[src/rtl/uart_rx_fifo.sv]
// Receive FIFO between the UART deserializer and the CPU bus: edge-detected pushes,
// memory-mapped pop/status/control at 252..255, and an acknowledged interrupt FSM.
module uart_rx_fifo #(
    parameter int DEPTH     = 16,
    parameter int AW        = 4,
    parameter int INT_LEVEL = 1
) (
    input  logic          clk,
    input  logic          reset,
    input  logic          rx_valid,
    input  logic [7:0]    rx_data,
    input  logic [7:0]    access_addr,
    input  logic          reg_w_en,
    input  logic          reg_r_en,
    input  logic [7:0]    wr_data,
    output logic [7:0]    rd_data,
    output logic          int_req,
    output logic          overflow,
    output logic [AW:0]   count
);
    typedef enum logic [1:0] {
        ST_ARMED = 2'd0,
        ST_PEND  = 2'd1,
        ST_WAIT  = 2'd2
    } int_st_e;

    localparam logic [AW:0] FULL_LVL = (AW+1)'(DEPTH);
    localparam logic [AW:0] INT_LVL  = (AW+1)'(INT_LEVEL);

    logic [7:0]    mem_q [DEPTH];
    logic          rx_q, rx_d;
    logic [AW-1:0] wptr_q, wptr_d, rptr_q, rptr_d;
    logic [AW:0]   count_q, count_d;
    logic          ovf_q, ovf_d;
    logic          rearm_q, rearm_d;
    int_st_e       st_q, st_d;

    logic empty, full, push_req, pop_req, flush, clr_ovf, ack;
    logic do_push, do_pop, ovf_set;

    always_comb begin
        empty    = (count_q == '0);
        full     = (count_q == FULL_LVL);
        push_req = rx_valid && !rx_q && !reset;
        pop_req  = reg_r_en && (access_addr == 8'd253) && !empty;
        flush    = reg_w_en && (access_addr == 8'd255) && wr_data[0];
        clr_ovf  = reg_w_en && (access_addr == 8'd255) && wr_data[1];
        ack      = reg_w_en && (access_addr == 8'd252);
        do_pop   = pop_req && !flush;
        do_push  = push_req && !flush && (!full || pop_req);
        ovf_set  = push_req && !flush && full && !pop_req;
    end

    // While reset is held the edge register tracks rx_valid, so a level that is
    // already high when reset releases is not mistaken for a new byte.
    always_comb begin
        rx_d    = rx_valid;
        wptr_d  = wptr_q;
        rptr_d  = rptr_q;
        count_d = count_q;
        ovf_d   = ovf_q;
        if (flush) begin
            wptr_d  = '0;
            rptr_d  = '0;
            count_d = '0;
        end else begin
            if (do_push) wptr_d = wptr_q + AW'(1);
            if (do_pop)  rptr_d = rptr_q + AW'(1);
            count_d = count_q + (AW+1)'(do_push) - (AW+1)'(do_pop);
        end
        if (ovf_set)      ovf_d = 1'b1;
        else if (clr_ovf) ovf_d = 1'b0;
    end

    // rearm remembers a push that coincided with an ack so WAIT re-raises next cycle.
    always_comb begin
        st_d    = st_q;
        rearm_d = 1'b0;
        if (flush) begin
            st_d = ST_ARMED;
        end else begin
            case (st_q)
                ST_ARMED: if (count_q >= INT_LVL) st_d = ST_PEND;
                ST_PEND: if (ack) begin
                    st_d    = ST_WAIT;
                    rearm_d = do_push;
                end
                ST_WAIT: begin
                    if (do_push || rearm_q)   st_d = ST_PEND;
                    else if (count_q < INT_LVL) st_d = ST_ARMED;
                end
                default: st_d = ST_ARMED;
            endcase
        end
    end

    always_ff @(posedge clk) begin
        if (reset) begin
            rx_q    <= rx_valid;
            wptr_q  <= '0;
            rptr_q  <= '0;
            count_q <= '0;
            ovf_q   <= 1'b0;
            rearm_q <= 1'b0;
            st_q    <= ST_ARMED;
        end else begin
            rx_q    <= rx_d;
            wptr_q  <= wptr_d;
            rptr_q  <= rptr_d;
            count_q <= count_d;
            ovf_q   <= ovf_d;
            rearm_q <= rearm_d;
            st_q    <= st_d;
        end
    end

    always_ff @(posedge clk) begin
        if (do_push) mem_q[wptr_q] <= rx_data;
    end

    always_comb begin
        int_req  = (st_q == ST_PEND);
        overflow = ovf_q;
        count    = count_q;
        rd_data  = 8'h00;
        case (access_addr)
            8'd253:  rd_data = empty ? 8'h00 : mem_q[rptr_q];
            8'd254:  rd_data = {4'b0, int_req, ovf_q, full, !empty};
            default: rd_data = 8'h00;
        endcase
    end
endmodule
[config.mk]
export PLATFORM = sky130hd
export DESIGN_NAME = uart_rx_fifo
export DESIGN_NICKNAME = d
export VERILOG_FILES = /design/src/rtl/uart_rx_fifo.sv
export SDC_FILE = /design/constraint.sdc
export NUM_CORES = 1
export LEC_CHECK = 0
export ABC_AREA = 0
export BUFFER_PORTS_ARGS = -buffer_cell sky130_fd_sc_hd__buf_2
export CAP_MARGIN = 20
export CORE_ASPECT_RATIO = 1.5
export CORE_MARGIN = 2
export CORE_UTILIZATION = 49
export CTS_BUF_LIST = sky130_fd_sc_hd__clkbuf_8
export CTS_CLUSTER_SIZE = 14
export DETAILED_ROUTE_END_ITERATION = 8
export PLACE_DENSITY = 0.67
export SKIP_CTS_REPAIR_TIMING = 1
export SLEW_MARGIN = 20
export SYNTH_ARGS = -nofsm -noshare
export SYNTH_HDL_FRONTEND = slang
export SYNTH_SLANG_ARGS = --single-unit
[constraint.sdc]
create_clock -name clk -period 5.7 [get_ports clk]
set_clock_uncertainty 0.2 [all_clocks]
set_input_delay 1.14 -clock clk [delete_from_list [all_inputs] [get_ports clk]]
set_output_delay 1.14 -clock clk [all_outputs]
set_load 0.01 [all_outputs]
After elaboration in Yosys (flattened, before gate mapping)

Memory sizes are Yosys's and may differ from the RTL's. A register that Yosys moved wholly into a read port is not among the register bits.
Index checks and enable logic that the tools add are counted.

Bits in registers: 18
Memories kept: 1
Input port bits: 29
Word-level logic and storage cells: 66
RAM bits: 128
Output and inout port bits: 15

Reduce and logical (&&, ||, !) cells: 27
Equality and inequality tests: 10
Magnitude comparators: 2
Add/subtract/negate cells: 4
Muxes and demuxes: 13
Bitwise operators: 2

Memory list:

| name  | words | width | rd ports | clocked after Yosys merged registers in | write ports | RTL line | RTL |
|---|---|---|---|---|---|---|---|
| mem_q | 16    | 8     | 1        | 1                                       | 1           | 30       | `logic [7:0] mem_q [DEPTH];` |

Operators with widths:

| operator              | number |
|---|---|
| $eq A8 B8 Y1 const B  | 4 |
| $pmux W8 S2           | 1 |
| $logic_and A1 B1 Y1   | 13 |
| $add A4 B1 Y4 const B | 2 |
| $mux W2               | 4 |
| $mux W4               | 2 |
| $mux W8               | 1 |
| $logic_not A1 Y1      | 6 |
| $pmux W2 S3           | 1 |
| $add A5 B1 Y5         | 1 |
| $eq A5 B5 Y1 const B  | 1 |
| $ge A5 B1 Y1 const B  | 1 |
| $logic_not A5 Y1      | 1 |
| $lt A5 B1 Y1 const B  | 1 |
| $sub A5 B1 Y5         | 1 |
| $mux W1               | 4 |
| $reduce_or A4 Y1      | 1 |
| $ne A3 B3 Y1 const B  | 1 |
| $reduce_and A3 Y1     | 1 |
| $eq A2 B1 Y1 const B  | 1 |
| $eq A2 B2 Y1 const B  | 1 |
| $logic_not A2 Y1      | 1 |
| $logic_or A1 B1 Y1    | 2 |
| $ne A2 B1 Y1 const B  | 1 |
| 4 further kinds       | 5 |

Logic depth before layout (Yosys ltp)

Depth in word-level cells: 9
Mapped depth: 14
Depth with buffers taken out: 14

Worst setup path after synthesis

No wires, ideal clock.

Path type: input-to-output
Start: input access_addr[4]
End: output rd_data[4]
Buffers on the path: 1
Arrival time: 2.316 ns
Path slack: 2.044 ns
Cell stages on the path: 6
Required time: 4.360 ns
Cell sequence: nand4_2 nor2_1 nand2_1 or3_1 clkbuf_1 a211oi_1

Cells in the longest elaborated chain, start to end: 2
Elaborated cells on any way between the ends: 3
Those cells by class: eq/ne (2); mux (1)

RTL lines:

| element       | RTL line | RTL |
|---|---|---|
| from (decl)   | 12       | `input logic [7:0] access_addr,` |
| $eq A8 B8 Y1  | 126      | `case (access_addr)` |
| $pmux W8 S2 * | 126      |  |
| to (decl)     | 16       | `output logic [7:0] rd_data,` |

Every way passes the cells marked *; elsewhere a longest branch is shown, timed or not.

==> results.txt <==
----------------------------------------------------
[Outcome]
  Run status ... finished clean

[Hold path]
  Hold path endpoint ... rptr_q[3]$_SDFFE_PP0P_
  Type of the tightest min-delay check ... register to register
  Hold Crit Start ... rptr_q[3]$_SDFFE_PP0P_
  Depth of the worst hold-timing path ... 2

[Timing]
  Number of slew-limit violations in the final report ... 0
  Slew at the pin closest to its max-slew limit ... about 1.1 ns
  Maximum clock frequency ... between 200 and 250 MHz
  Worst slew margin relative to its limit ... between 20 and 30%
  Hold slack ... 0.316 ns
  Shortest period the worst path allows ... between 4 and 5 ns
  Final sum of negative setup slack ... 0 ns
  Final hold vios ... 0
  Period utilization ... 76.9%
  Unrepaired setup endpoints after global routing ... false
  Setup violation total in the final timing report ... 0
  Least setup slack across all paths after layout ... 1.31 ns

[Synth]
  Multiplexer share of the synthesized area ... roughly 14%
  Adder and majority gate portion of the synthesized area ... ~2.7%
  Net count of the mapped netlist ... 403
  Gate Count Post-Synth ... 361
  Largest family of logic cells by synthesized area ... multiplexers
  Syn Area/Cell ... between 15 and 20 µm²
  Share of the synthesized area in compound gates (AO/OA/AOI/OAI) ... ~3.6%
  Simple-gate area share of the yosys netlist ... under 10%
  Yosys warning total ... 0
  Dominant cells by area after synthesis ... sky130_fd_sc_hd__edfxtp_1 62%, sky130_fd_sc_hd__mux4_2 8.7%, sky130_fd_sc_hd__dfxtp_1 7.1%
  Number of distinct library cells after synthesis ... between 40 and 50
  Yosys top cell area share ... roughly three fifths
  Share of the yosys chip area belonging to registers ... ~69%
  Post-Synth XOR/XNOR Area ... 0.706%
  Post-synthesis cell type with the largest combined area ... sky130_fd_sc_hd__edfxtp_1
  Post-synthesis instance area ... between 6000 and 7000 µm²
  Yosys reg bits ... 150

[Cells and area]
  Most frequent standard cell in the layout excluding fill and tap cells ... sky130_fd_sc_hd__edfxtp_1
  Total inserted antenna cells ... 0
  Synthesis-to-finish area growth ... 11.4%
  Fraction of layout instances using a drive strength above 1 ... around a quarter
  Commonest cells after routing, fill and taps aside ... 128 x sky130_fd_sc_hd__edfxtp_1, 37 x sky130_fd_sc_hd__buf_2, 25 x sky130_fd_sc_hd__nor2_1
  Final core utilization ... 55.5%
  Final net count ... 450

[Critical path]
  Endpoint of the worst register-to-register path ... count[4]$_SDFF_PP0_
  Dominant delay contributor by cell family on the critical path ... flip-flops
  Buffers plus inverters on the worst setup path ... 2
  Delay of the slowest cell on the worst path ... a little under 1 ns
  Setup slack, reg-to-reg ... about 2.2 ns
  Kind of end point of the critical path ... output port
  FF-to-FF Start ... count[2]$_SDFF_PP0_
  Cells on worst reg2reg path ... 14
  Slowest stage cell, crit path ... sky130_fd_sc_hd__dfxtp_1
  Critical Path Start Type ... register
  Critical path class ... register to output port
  Critical Path RT ... about 4.4 ns
  Worst-path cell chain ... buf_4 > mux4_1 > o21ai_0 > a2bb2oi_1 > o22ai_1 > buf_2
  Data arrival time of the critical path ... around 3.1 ns
  Highest fanout seen on the critical path ... 15

[Power and ir drop]
  Power per cell area ... roughly 300 nW/µm²
  LEAKAGE ... approximately 2.4 nW
  Peak supply drop ... 150 µV
  Power consumption ... roughly 2.1 mW

[Routing]
  DR vias ... between 3,000 and 4,000
  Number of vias per cell after detailed routing ... 5.80
  1st-iter DRT viols ... between 200 and 250
  Mean routed wirelength per cell ... between 20 and 25 µm
  Count of nets left with antenna violations after detail routing ... 0
  Final wirelength ... approximately 13,000 µm
  Number of design rule violations left after detail routing ... 0
  Number of detailed-routing iterations run before antenna repair ... 4

[Global routing]
  Via count of the first global-routing pass ... 3,324
  Global Route Usage Sum ... approximately a fifth
  Grt total ovfl ... 0
  Initial antenna violation count ... 0
  First-pass GRT wire length ... 19,100 µm
  Pin count of the biggest net entering global routing ... 26

[Floorplanning]
  Die Span Y ... between 100 and 150 µm
  Width of the die ... 95.9 µm
  Overall die area ... about 14,000 µm²
  Total core area ... 12,400 µm²
  Number of top-level design ports ... 44
  Starting Density ... roughly half
  Total number of placement rows ... 50

[Placement]
  Final weighted congestion in routability-driven placement ... around 0.8
  Placement Setup Slack ... between 1.5 and 2 ns
  Final HPWL DP ... 7910 µm
  Count of buffers from port buffering ... 37

[CTS]
  CTS tree ... yes
  Number of CTS-inserted buffers ... 17
  Insertion delay of the later-clocked pin in the worst-skew pair ... ~0.44 ns
  Worst-path clk slew ... roughly 0.080 ns
  Root cell of the clock tree ... sky130_fd_sc_hd__clkbuf_8
  CTS H-Tree Depth ... 4
  Largest buffer count on any clock path ... 2
  Total number of clock tree sinks ... 150

[Flow run]
  Max cap viols ... 0

----------------------------------------------------
## through the flow
| step | instances | cell area (µm²) |
|---|---|---|
| after floorplan | 361 | 6200 |
| after global placement | 545 | 6540 |
| after detailed placement | 545 | 6540 |
| after CTS | 577 | 6900 |
| after global routing | 577 | 6910 |
| final | 577 | 6910 |
## worst max path at each step
stage,endpoint,from,depth (start not counted)
after detailed placement,rd_data[5],access_addr[4],7
final,rd_data[0],register,6
after global routing,rd_data[0],register,6
after floorplan,rd_data[4],access_addr[4],6
after CTS,rd_data[0],register,6
after global placement,rd_data[5],access_addr[4],7
## sequential cells by signal (all words and copies together), names as in the netlist, named ones only
signal and flops:
count 5, mem_q 128, overflow 1, rearm_q 1, rptr_q 4, rx_q 1
st_q 2, wptr_q 4
## cells in the mapped netlist, drive strengths merged
cell,instances
dfxtp,22
edfxtp,128
and3,17
or3,3
o22ai,5
inv,12
nand2b,1
clkinv,3
xor2,2
nor2,25
and2,2
fa,1
nor2b,7
a2bb2oi,1
o311a,1
nor3,3
xnor2,3
o21ai,6
a21oi,4
clkbuf,3
buf,13
o31ai,3
mux2i,10
nor4b,1
nand4,3
o211ai,1
a31oi,1
nor4,1
mux4,33
nand3b,3
ha,12
nand3,7
nand2,14
a211oi,10
## area by class of cell
type	instances	area, µm²
fill	1004	5540
sequential	150	4280
multi-input combinational	180	1770
clock buffer	18	248
timing repair buffer	44	238
tap	156	195
clock inverter	14	114
inverter	15	56.3
## power by group
| part | switching, mW | leakage, nW | internal [mW] |
|---|---|---|---|
| logic | 0.0734 | 0.838 | 0.0446 |
| registers | 0.0105 | 1.33 | 1.20 |
| clock network | 0.387 | 0.183 | 0.351 |
| total | 0.471 | 2.35 | 1.60 |
## kinds of logic (layout without fill, tap and decap cells)
family                   after synthesis  in the layout
AO/OA/AOI/OAI                         32             32
multiplexers                          43             43
XOR/XNOR                               5              5
AND/OR/NAND/NOR                       87             87
flip-flops                           150            150
buffers and inverters                 31             91
adder cells (fa/ha/maj)               13             13
## layer usage
| layer | up-vias | part of all wire, % | routed length [µm] | GRT usage (%) |
|---|---|---|---|---|
| li1 | 1519 | - | - | - |
| met1 | 1702 | 39 | 5030 | 23.9 |
| met2 | 111 | 54 | 6860 | 35.1 |
| met3 | 17 | 5.4 | 686 | 4.99 |
| met4 | 0 | 1.8 | 234 | 7.89 |
| met5 | - | 0 | 0 | 0 |
## tightest hold or removal path, stage by stage, from the launching register on
cell	delay, ns
sky130_fd_sc_hd__dfxtp_1	0.33
sky130_fd_sc_hd__xor2_1	0.08
sky130_fd_sc_hd__nor2_1	0.07
(Power assumes the default switching activity.)
